==> config.mk <==
export PLATFORM = sky130hd
export DESIGN_NAME = highlight_stream_flat
export DESIGN_NICKNAME = d
export VERILOG_FILES = /design/src/rtl/highlight_pkg.sv /design/src/rtl/highlight_stream_if.sv /design/src/rtl/highlight_mix.sv /design/src/rtl/highlight_stream.sv /design/src/flat_wrapper.sv
export SDC_FILE = /design/constraint.sdc
export NUM_CORES = 1
export LEC_CHECK = 0
export ABC_AREA = 0
export CAP_MARGIN = 20
export CORE_MARGIN = 1.5
export CORE_UTILIZATION = 45
export DETAILED_ROUTE_END_ITERATION = 8
export PLACE_DENSITY = 0.72
export SYNTH_ARGS = -nofsm -noshare
export SYNTH_HDL_FRONTEND = slang
export SYNTH_SLANG_ARGS = --single-unit
==> constraint.sdc <==
create_clock -name clock -period 9.7 [get_ports clock]
set_input_delay 1.94 -clock clock [delete_from_list [all_inputs] [get_ports clock]]
set_output_delay 1.94 -clock clock [all_outputs]
set_load 0.02 [all_outputs]
==> src/rtl/highlight_pkg.sv <==
// highlight_pkg: shared types and helpers for the highlight stream stage.
// Holds the per-frame mode encoding, the default highlight colour and the
// mode decoder that folds the reserved encoding onto replace.
package highlight_pkg;

  typedef enum logic [1:0] {
    MODE_REPLACE = 2'b00,
    MODE_BLEND   = 2'b01,
    MODE_PASS    = 2'b10,
    MODE_RSVD    = 2'b11
  } mode_e;

  // Widest pixel the default-colour helper can describe; callers truncate.
  localparam int MAX_PIX_W = 256;

  // Default highlight colour: channel 0 all ones, every other channel zero
  // (24'h0000ff for 8-bit RGB).
  function automatic logic [MAX_PIX_W-1:0] default_color(input int ch_w);
    logic [MAX_PIX_W-1:0] c;
    c = '0;
    for (int i = 0; i < ch_w; i++) begin
      c[i] = 1'b1;
    end
    return c;
  endfunction

  // Reserved encoding behaves as replace.
  function automatic mode_e decode_mode(input logic [1:0] m);
    case (m)
      2'b01:   return MODE_BLEND;
      2'b10:   return MODE_PASS;
      default: return MODE_REPLACE;
    endcase
  endfunction

endpackage

==> src/rtl/highlight_stream_if.sv <==
// highlight_stream_if: FIFO-side signals of the highlight stage.
// Input side: in_rd_en pops the colour/flag FIFO pair, in_empty is their OR'd empty.
// Output side: out_wr_en pushes out_din unless out_full; master = the stage, slave = FIFOs.
interface highlight_stream_if #(
  parameter int PIX_W = 24
);
  logic             in_rd_en;
  logic             in_empty;
  logic [PIX_W-1:0] inC_dout;
  logic             inF_dout;
  logic             out_wr_en;
  logic             out_full;
  logic [PIX_W-1:0] out_din;

  modport master (
    output in_rd_en,
    input  in_empty,
    input  inC_dout,
    input  inF_dout,
    output out_wr_en,
    input  out_full,
    output out_din
  );

  modport slave (
    input  in_rd_en,
    output in_empty,
    output inC_dout,
    output inF_dout,
    input  out_wr_en,
    output out_full,
    input  out_din
  );
endinterface

==> src/rtl/highlight_mix.sv <==
// highlight_mix: per-pixel transform (replace / blend / pass on motion pixels).
// Latency: purely combinational. Backpressure: none, evaluated every cycle.
// Ports: pix/flag in, mode/color config in, mix_pix out.
module highlight_mix
  import highlight_pkg::*;
#(
  parameter int CH_W     = 8,
  parameter int NUM_CH   = 3,
  parameter int PIX_W    = CH_W * NUM_CH,
  parameter bit FLAG_POL = 1'b0
) (
  input  logic [PIX_W-1:0] pix,
  input  logic             flag,
  input  mode_e            mode,
  input  logic [PIX_W-1:0] color,
  output logic [PIX_W-1:0] mix_pix
);

  logic             motion;
  logic [PIX_W-1:0] blend;

  assign motion = (flag == FLAG_POL);

  // Average per channel with one guard bit, so c + h never overflows.
  for (genvar g = 0; g < NUM_CH; g++) begin : g_ch
    logic [CH_W:0] sum;
    assign sum = {1'b0, pix[g*CH_W +: CH_W]} + {1'b0, color[g*CH_W +: CH_W]};
    assign blend[g*CH_W +: CH_W] = CH_W'(sum >> 1);
  end

  always_comb begin
    mix_pix = pix;
    if (motion) begin
      case (mode)
        MODE_BLEND: mix_pix = blend;
        MODE_PASS:  mix_pix = pix;
        default:    mix_pix = color;
      endcase
    end
  end

endmodule

==> src/rtl/highlight_stream.sv <==
// highlight_stream: highlight motion pixels of a FIFO-fed video stream, 1 pixel/cycle.
// Latency: a popped pixel appears on out_din the next cycle (single output register).
// Backpressure: pops only while the output register is empty or draining; holds data under out_full.
// Ports: clock/reset, bus (highlight_stream_if.master), cfg_mode/cfg_color,
// frame_done pulse and motion_count of the last frame.
// Optional macro HIGHLIGHT_STATS_EN enables per-frame motion statistics;
// without it frame_done and motion_count are tied to 0.
module highlight_stream
  import highlight_pkg::*;
#(
  parameter int CH_W         = 8,
  parameter int NUM_CH       = 3,
  parameter int PIX_W        = CH_W * NUM_CH,
  parameter int FRAME_PIXELS = 720 * 540,
  parameter bit FLAG_POL     = 1'b0,
  parameter int CNT_W        = $clog2(FRAME_PIXELS + 1)
) (
  input  logic               clock,
  input  logic               reset,
  highlight_stream_if.master bus,
  input  logic [1:0]         cfg_mode,
  input  logic [PIX_W-1:0]   cfg_color,
  output logic               frame_done,
  output logic [CNT_W-1:0]   motion_count
);

  localparam logic [PIX_W-1:0] DEF_COLOR = PIX_W'(default_color(CH_W));
  localparam logic [CNT_W-1:0] LAST_IDX  = CNT_W'(FRAME_PIXELS - 1);

  logic             valid_q;
  logic [PIX_W-1:0] data_q;
  logic [CNT_W-1:0] pix_cnt;
  mode_e            mode_q;
  logic [PIX_W-1:0] color_q;

  logic             pop;
  logic             push;
  logic             frame_start;
  logic             frame_last;
  mode_e            eff_mode;
  logic [PIX_W-1:0] eff_color;
  logic [PIX_W-1:0] mix_pix;

  assign pop         = ~bus.in_empty & (~valid_q | ~bus.out_full);
  assign push        = valid_q & ~bus.out_full;
  assign frame_start = (pix_cnt == '0);
  assign frame_last  = (pix_cnt == LAST_IDX);

  assign bus.in_rd_en  = pop;
  assign bus.out_wr_en = push;
  assign bus.out_din   = data_q;

  // The first pixel of a frame already uses the config being latched with it.
  assign eff_mode  = frame_start ? decode_mode(cfg_mode) : mode_q;
  assign eff_color = frame_start ? cfg_color : color_q;

  highlight_mix #(
    .CH_W     (CH_W),
    .NUM_CH   (NUM_CH),
    .PIX_W    (PIX_W),
    .FLAG_POL (FLAG_POL)
  ) u_mix (
    .pix     (bus.inC_dout),
    .flag    (bus.inF_dout),
    .mode    (eff_mode),
    .color   (eff_color),
    .mix_pix (mix_pix)
  );

  always_ff @(posedge clock) begin
    if (reset) begin
      valid_q <= 1'b0;
      data_q  <= '0;
      pix_cnt <= '0;
      mode_q  <= MODE_REPLACE;
      color_q <= DEF_COLOR;
    end else begin
      if (pop) begin
        data_q  <= mix_pix;
        valid_q <= 1'b1;
        pix_cnt <= frame_last ? '0 : pix_cnt + 1'b1;
        if (frame_start) begin
          mode_q  <= eff_mode;
          color_q <= cfg_color;
        end
      end else if (push) begin
        valid_q <= 1'b0;
      end
    end
  end

`ifdef HIGHLIGHT_STATS_EN
  logic             motion;
  logic [CNT_W-1:0] motion_run;
  logic [CNT_W-1:0] motion_next;
  logic             frame_done_q;
  logic [CNT_W-1:0] motion_count_q;

  assign motion      = (bus.inF_dout == FLAG_POL);
  // Running count including the pixel popped this cycle.
  assign motion_next = motion_run + CNT_W'(motion);

  always_ff @(posedge clock) begin
    if (reset) begin
      motion_run     <= '0;
      frame_done_q   <= 1'b0;
      motion_count_q <= '0;
    end else begin
      frame_done_q <= pop & frame_last;
      if (pop) begin
        if (frame_last) begin
          motion_count_q <= motion_next;
          motion_run     <= '0;
        end else begin
          motion_run <= motion_next;
        end
      end
    end
  end

  assign frame_done   = frame_done_q;
  assign motion_count = motion_count_q;
`else
  assign frame_done   = 1'b0;
  assign motion_count = '0;
`endif

endmodule

==> src/flat_wrapper.sv <==
// flat-port wrapper written by rule: the top's interface ports become plain ports
module highlight_stream_flat import highlight_pkg::*;
#(
  parameter int CH_W         = 8,
  parameter int NUM_CH       = 3,
  parameter int PIX_W        = CH_W * NUM_CH,
  parameter int FRAME_PIXELS = 720 * 540,
  parameter bit FLAG_POL     = 1'b0,
  parameter int CNT_W        = $clog2(FRAME_PIXELS + 1)
)
  (clock, reset, cfg_mode, cfg_color, frame_done, motion_count, bus_in_rd_en, bus_in_empty, bus_inC_dout, bus_inF_dout, bus_out_wr_en, bus_out_full, bus_out_din);
  highlight_stream_if #(.PIX_W(PIX_W)) bus_i ();
  input  logic clock;
  input  logic reset;
  input  logic [1:0] cfg_mode;
  input  logic [PIX_W-1:0] cfg_color;
  output logic frame_done;
  output logic [CNT_W-1:0] motion_count;
  output wire logic [$bits(bus_i.in_rd_en)-1:0] bus_in_rd_en;
  input wire logic [$bits(bus_i.in_empty)-1:0] bus_in_empty;
  input wire logic [$bits(bus_i.inC_dout)-1:0] bus_inC_dout;
  input wire logic [$bits(bus_i.inF_dout)-1:0] bus_inF_dout;
  output wire logic [$bits(bus_i.out_wr_en)-1:0] bus_out_wr_en;
  input wire logic [$bits(bus_i.out_full)-1:0] bus_out_full;
  output wire logic [$bits(bus_i.out_din)-1:0] bus_out_din;
  assign bus_in_rd_en = bus_i.in_rd_en;
  assign bus_i.in_empty = bus_in_empty;
  assign bus_i.inC_dout = bus_inC_dout;
  assign bus_i.inF_dout = bus_inF_dout;
  assign bus_out_wr_en = bus_i.out_wr_en;
  assign bus_i.out_full = bus_out_full;
  assign bus_out_din = bus_i.out_din;
  highlight_stream #(.CH_W(CH_W), .NUM_CH(NUM_CH), .PIX_W(PIX_W), .FRAME_PIXELS(FRAME_PIXELS), .FLAG_POL(FLAG_POL), .CNT_W(CNT_W)) u_core (.clock(clock), .reset(reset), .bus(bus_i), .cfg_mode(cfg_mode), .cfg_color(cfg_color), .frame_done(frame_done), .motion_count(motion_count));
endmodule
==> results of run 1 <==
==> synthesized netlist by cell type, types with 7 or more instances <==
cell type	number	area [um2]
and3_1	7	43.79
clkbuf_1	25	93.84
a311oi_1	7	61.31
nand2_1	131	491.7
dfxtp_1	70	1401
a21oi_1	62	310.3
buf_4	20	150.1
nor2_1	59	221.5
nor2b_1	10	62.56
nand4_1	8	50.05
nand3_1	9	45.04
o21ai_0	20	100.1
inv_1	13	48.80
a211oi_1	13	97.59
or3_1	8	50.05
a221oi_1	12	105.1
ha_1	30	375.4
xor2_1	19	166.4
nand3b_1	7	52.55
nor3_1	20	100.1
==> worst reg2reg max path: cells and delay by family, from the launching register on <==
| family | cells | cell delay [ns] |
|---|---|---|
| AO/OA/AOI/OAI | 2 | 0.28 |
| flip-flops | 1 | 0.37 |
| AND/OR/NAND/NOR | 5 | 2.52 |
| adder cells (fa/ha/maj) | 2 | 0.41 |
| multiplexers | 1 | 0.30 |
| buffers and inverters | 4 | 0.65 |
==> through the flow <==
| stage | std cells | instance area [um2] |
|---|---|---|
| 3_5_place_dp | 828 | 5614 |
| 5_1_grt | 844 | 5812 |
| 3_3_place_gp | 828 | 5614 |
| 4_1_cts | 844 | 5812 |
| 6_report | 844 | 5812 |
| 2_1_floorplan | 661 | 4915 |
==> flip-flops by register name, indices dropped and copies added, names as in the netlist <==
register	count
u_core.bus.out_din	24
u_core.color_q	24
u_core.pix_cnt	19
u_core.mode_q	2
u_core.valid_q	1
==> area by class of cell <==
type	count	area [um2]	area share, %
Timing Repair Buffer	84	825.8	14.21
Tap cell	136	170.2	2.928
Multi-Input combinational cell	524	3164	54.45
Inverter	14	52.55	0.9042
Clock inverter	6	70.07	1.206
Sequential cell	70	1401	24.11
Clock buffer	10	127.6	2.196
==> layout by cell type, fill, tap and decap left out, types with 4 or more instances in the layout <==
master	count
nand2_1	131
clkdlybuf4s50_1	79
dfxtp_1	70
a21oi_1	62
nor2_1	59
ha_1	30
nor3_1	20
o21ai_0	20
conb_1	20
xor2_1	19
inv_1	13
a211oi_1	13
a221oi_1	12
nor2b_1	10
nand3_1	9
clkbuf_8	9
or3_1	8
nand4_1	8
and3_1	7
a311oi_1	7
nand3b_1	7
mux2i_1	6
a21o_1	6
a31oi_1	6
o31ai_1	5
xnor2_1	5
buf_4	4
==> power by group through the flow <==
| stage | clock network, mW | registers (mW) | logic, mW |
|---|---|---|---|
| 5_1_grt | 0.265 | 0.321 | 0.373 |
| 4_1_cts | 0.250 | 0.319 | 0.334 |
| 2_1_floorplan | 0 | 0.334 | 0.225 |
| 3_3_place_gp | 0 | 0.325 | 0.327 |
| 3_5_place_dp | 0 | 0.325 | 0.332 |
| 6_report | 0.246 | 0.319 | 0.336 |
==> cell families after synthesis <==
| logic type | after synthesis | synth area share [%] |
|---|---|---|
| AND/OR/NAND/NOR | 272 | 25.42 |
| buffers and inverters | 67 | 7.207 |
| multiplexers | 10 | 2.247 |
| adder cells (fa/ha/maj) | 33 | 8.990 |
| AO/OA/AOI/OAI | 165 | 22.79 |
| XOR/XNOR | 24 | 4.340 |
| other | 1 | 0.07743 |
| flip-flops | 70 | 28.93 |
==> metal layers <==
| metal | part of all wire (%) | GRT usage (%) |
|---|---|---|
| met1 | 44 | 33.60 |
| met5 | 0 | 0 |
| met4 | 1.8 | 10.86 |
| met2 | 46 | 40.84 |
| met3 | 7.6 | 5.471 |
==> path summary, 6_finish.rpt <==
| path | endpoint | slack [ns] | cells past startpoint |
|---|---|---|---|
| worst max register to register | u_core.bus.out_din[22] | 5.10 | 14 |
| worst min register to register | u_core.color_q[13] | 0.45 | 2 |
| worst max-delay path | bus_in_rd_en | 3.78 | 6 |
| worst min-delay path | u_core.color_q[13] | 0.45 | 2 |
==> results by group, run 1 <==
Worst setup path
  – CP Launch Type: input pin
  – Bufs and invs on worst path: 4
  – Worst r2r src: u_core.pix_cnt[0]
  – Crit-path cells: clkdlybuf4s50_1 > nand2_1 > nand2b_1 > buf_4 > inv_2 > clkdlybuf4s50_1
  – CP arrival: 3.98 ns
  – Most used cell, CP: clkdlybuf4s50_1
  – Critical-path top delay cell: clkdlybuf4s50_1
  – Family with the most delay on the worst path: buffers and inverters
  – CP Launch Point: bus_out_full
  – Crit-path max cell delay: 0.72 ns
  – Worst endpoint required time: 7.76 ns
  – Max Fanout on Critical Path: 35
  – Worst Path Class, Setup: input pin to primary output
  – CP endpoint kind: primary output

Layout
  – Inserted Diodes: 0
  – Fill cell count: 1001
  – Final core occ: 56.04%
  – Nets: 791
  – Share of cells above drive strength 1: 5.367%
  – Area Overhead vs Synth: 19.99%

Min path
  – Hold Path Class: flip-flop to flip-flop
  – Hold Crit Start: u_core.color_q[13]

Floorplan
  – Die Span Y: 106.7 um
  – Initial Util: 46.71%
  – Cell Rows: 37
  – Core box area: 0.01037 mm2
  – Die area: 0.01139 mm2
  – Die width: 106.7 um
  – I/O pins: 101

Global routing
  – Largest net degree at the start of global routing: 56
  – Vias in the first global route: 4571
  – Grt total ovfl: 0
  – Total GRT Usage: 25.68%
  – Initial antenna violation count: 0
  – Wire length of the first global-routing pass: 22780 um

Route
  – WL per Instance: 16.56 um
  – Drc violations: 0
  – Vias: 4832
  – Pre-antenna DRT Iters: 5
  – Initial DRC count: 375
  – Final ANT Viol Nets: 0
  – Vias per Instance: 5.725
  – Final WL: 13980 um

Timing
  – Worst slew pin tran: 1.087 ns
  – Final Setup Violations: 0
  – Final clock skew: 0.01051 ns
  – Final number of hold-violating endpoints: 0
  – RSZ-0062 raised after global routing: false
  – Tmin final: 5.915 ns
  – Setup ws final: 3.785 ns
  – Fmax achieved: 169.1 MHz
  – Max_slew headroom: 27.56%
  – Final period utilization: 60.98%
  – Max Slew Vio Count: 0
  – TNS Setup: 0 ns
  – WHS: 0.4513 ns

Placed design
  – Dpl hpwl: 10010 um
  – GP Congestion: 0.8945
  – IO Port Bufs: 80
  – Worst slack, placed: 3.792 ns

Power
  – Clock Power Share: 27.3%
  – Sw Ratio: 37.49%
  – Peak supply drop: 75.74 uV
  – Leak: 2.398 nW
  – Combinational power share: 37.3%
  – PD cells: 155.1 mW/mm2
  – Tot Pwr: 0.9014 mW
  – P_sw: 0.3379 mW
  – Sequential power share: 35.4%
  – Internal: 0.5635 mW

Synthesis
  – Cells after Synth: 642
  – Yosys cell types: 63
  – Cell Area, Synth: 0.004843 mm2
  – Register area share after synthesis: 28.93%
  – YS warnings: 0
  – Yosys reg bits: 70
  – Syn Area/Cell: 7.544 um2
  – Post-synth ARST share: 0%
  – Main synth FF type: dfxtp_1
  – Post-synth EDFFs: 0

Clock network
  – CTS resizes: 0
  – Cts bufs inserted: 9
  – Later-pin clock latency in the skew report: 0.38 ns
  – # hold bufs at CTS: 0
  – CTS tree: done
  – H-tree lvl count: 3
  – Postcts setup bufs: 0
  – CTS Root Cell: clkbuf_8
  – Clock buffer depth: 2
  – # clock sinks: 70
  – Reg clk slew, reported paths: 0.08 ns

Status
  – Status: finished, final reports clean

Run
  – Max Cap Viol: 0
Power figures use the tool's default switching activity.
==> run 2: changes to the inputs <==
- PLACE_DENSITY: 0.72 -> 0.75
- clock period: 9.7 -> 5 ns (I/O delays scaled with it)
==> results by group, run 2 (synthesized netlist as in run 1, its figures left out) <==
Floorplan
  – I/O pins: 101
  – Die width: 106.7 um
  – Initial Util: 46.71%
  – Die Span Y: 106.7 um
  – Cell Rows: 37
  – Core box area: 0.01037 mm2
  – Die area: 0.01139 mm2

Placed design
  – Worst slack, placed: 1.009 ns
  – GP Congestion: 0.8718
  – IO Port Bufs: 80
  – Dpl hpwl: 10350 um

Route
  – Vias per Instance: 5.787
  – Drc violations: 0
  – Met3 wire length: 1392 um
  – Vias: 4902
  – WL per Instance: 16.36 um
  – DR top layer: met4
  – Initial DRC count: 405
  – DR WL met2: 5935 um
  – Final ANT Viol Nets: 0
  – Final WL: 13860 um
  – Pre-antenna DRT Iters: 7
  – Metal1 wirelength: 6231 um

Timing
  – Worst slew pin tran: 0.8591 ns
  – Final clock skew: 0.009003 ns
  – Fmax achieved: 247.4 MHz
  – Max_slew headroom: 42.59%
  – Setup ws final: 0.9582 ns
  – Final number of hold-violating endpoints: 0
  – Final Setup Violations: 0
  – RSZ-0062 raised after global routing: false
  – Tmin final: 4.042 ns
  – TNS Setup: 0 ns
  – Max Slew Vio Count: 0
  – Final period utilization: 80.84%

Clock network
  – CTS Root Cell: clkbuf_8
  – Later-pin clock latency in the skew report: 0.36 ns
  – Postcts setup bufs: 0
  – Reg clk slew, reported paths: 0.08 ns
  – # hold bufs at CTS: 0
  – Clock buffer depth: 2
  – CTS resizes: 0
  – H-tree lvl count: 3
  – CTS tree: done
  – # clock sinks: 70
  – Cts bufs inserted: 9

Layout
  – Share of cells above drive strength 1: 5.767%
  – Most frequent cells in the layout: nand2_1 (131), clkdlybuf4s50_1 (79), dfxtp_1 (70)
  – Nets: 794
  – Commonest non-fill, non-tap cell in the layout: nand2_1
  – Inserted Diodes: 0
  – Area Overhead vs Synth: 19.99%
  – Multi-input gate area: 0.003164 mm2
  – Fill cell count: 970
  – FF/Latch Area: 0.001401 mm2

Worst setup path
  – Max Fanout on Critical Path: 18
  – CP endpoint kind: flip-flop
  – Worst endpoint required time: 5.23 ns
  – CP arrival: 4.27 ns
  – CP Launch Type: flip-flop
  – R2R depth: 15
  – Worst Path Class, Setup: flip-flop to flip-flop

Global routing
  – Grt total ovfl: 0
  – Largest net degree at the start of global routing: 33
  – Initial antenna violation count: 0
  – Wire length of the first global-routing pass: 22990 um
  – Vias in the first global route: 4526
  – Total GRT Usage: 25.38%

Min path
  – Hold depth: 2
  – Hold Path Class: flip-flop to flip-flop

Status
  – Status: finished, final reports clean

Power
  – Peak supply drop: 201.8 uV
  – PD cells: 293.3 mW/mm2
  – Leak: 2.398 nW
  – Tot Pwr: 1.705 mW

Run
  – Max Cap Viol: 0
run 2: cell count changes in the layout (fill, tap and decap cells not counted), sizes merged:
cell,previous run,this run
clkinvlp,0,2
clkbuf,10,11
buf,5,8
bufinv,1,0
clkinv,4,2
run 2: worst paths after layout:
kind / from / end / slack [ns]
worst min-delay path: u_core.color_q[13] / u_core.color_q[13] / 0.45
worst max-delay path: u_core.pix_cnt[0] / u_core.bus.out_din[21] / 0.96
worst min register to register: u_core.color_q[13] / u_core.color_q[13] / 0.45
worst max register to register: u_core.pix_cnt[0] / u_core.bus.out_din[21] / 0.96
run 2: worst max-delay path, stage by stage (launching register included):
cell and delay [ns]:
dfxtp_1 0.36, inv_1 0.08, ha_1 0.13, or4b_4 0.47, nor3_1 0.34, nand2_1 0.47, nand2_1 0.25, nand2_1 0.11
ha_1 0.32, nor2b_1 0.16, o211a_1 0.22, o31ai_1 0.40, mux2i_1 0.23, nand2_1 0.06, a221oi_1 0.24, nor3_1 0.08
run 2: layer usage:
| layer | global-route usage [%] | up-vias |
|---|---|---|
| met3 | 3.951 | 23 |
| met1 | 36.80 | 2274 |
| met4 | 9.429 | 0 |
| met2 | 37.77 | 242 |
| li1 | - | 2363 |
| met5 | 0 | - |
run 2: metrics by stage:
stage / utilization (%) / area [um2] / std cells / hold slack [ns]
after floorplan: - / 4915 / 661 / 0.4277
after global placement: 54.36 / 5637 / 831 / 0.4382
after detailed placement: 54.36 / 5637 / 831 / 0.4444
after CTS: 56.04 / 5812 / 847 / 0.4549
after global routing: 56.04 / 5812 / 847 / 0.4748
final: 56.04 / 5812 / 847 / 0.4513
run 2: area by class of cell:
type                    count  area share [%]
clock buffers              11           2.433
clock inverters             5          0.5813
inverters                  14          0.9042
multi-input cells         524           54.45
flip-flops and latches     70           24.11
well taps                 136           2.928
repair buffers             87           14.60
run 2: report_power, final:
group / total, mW / switching (mW) / internal (mW)
combinational: 0.658 / 0.393 / 0.265
sequential: 0.618 / 0.0226 / 0.596
clock: 0.428 / 0.234 / 0.194
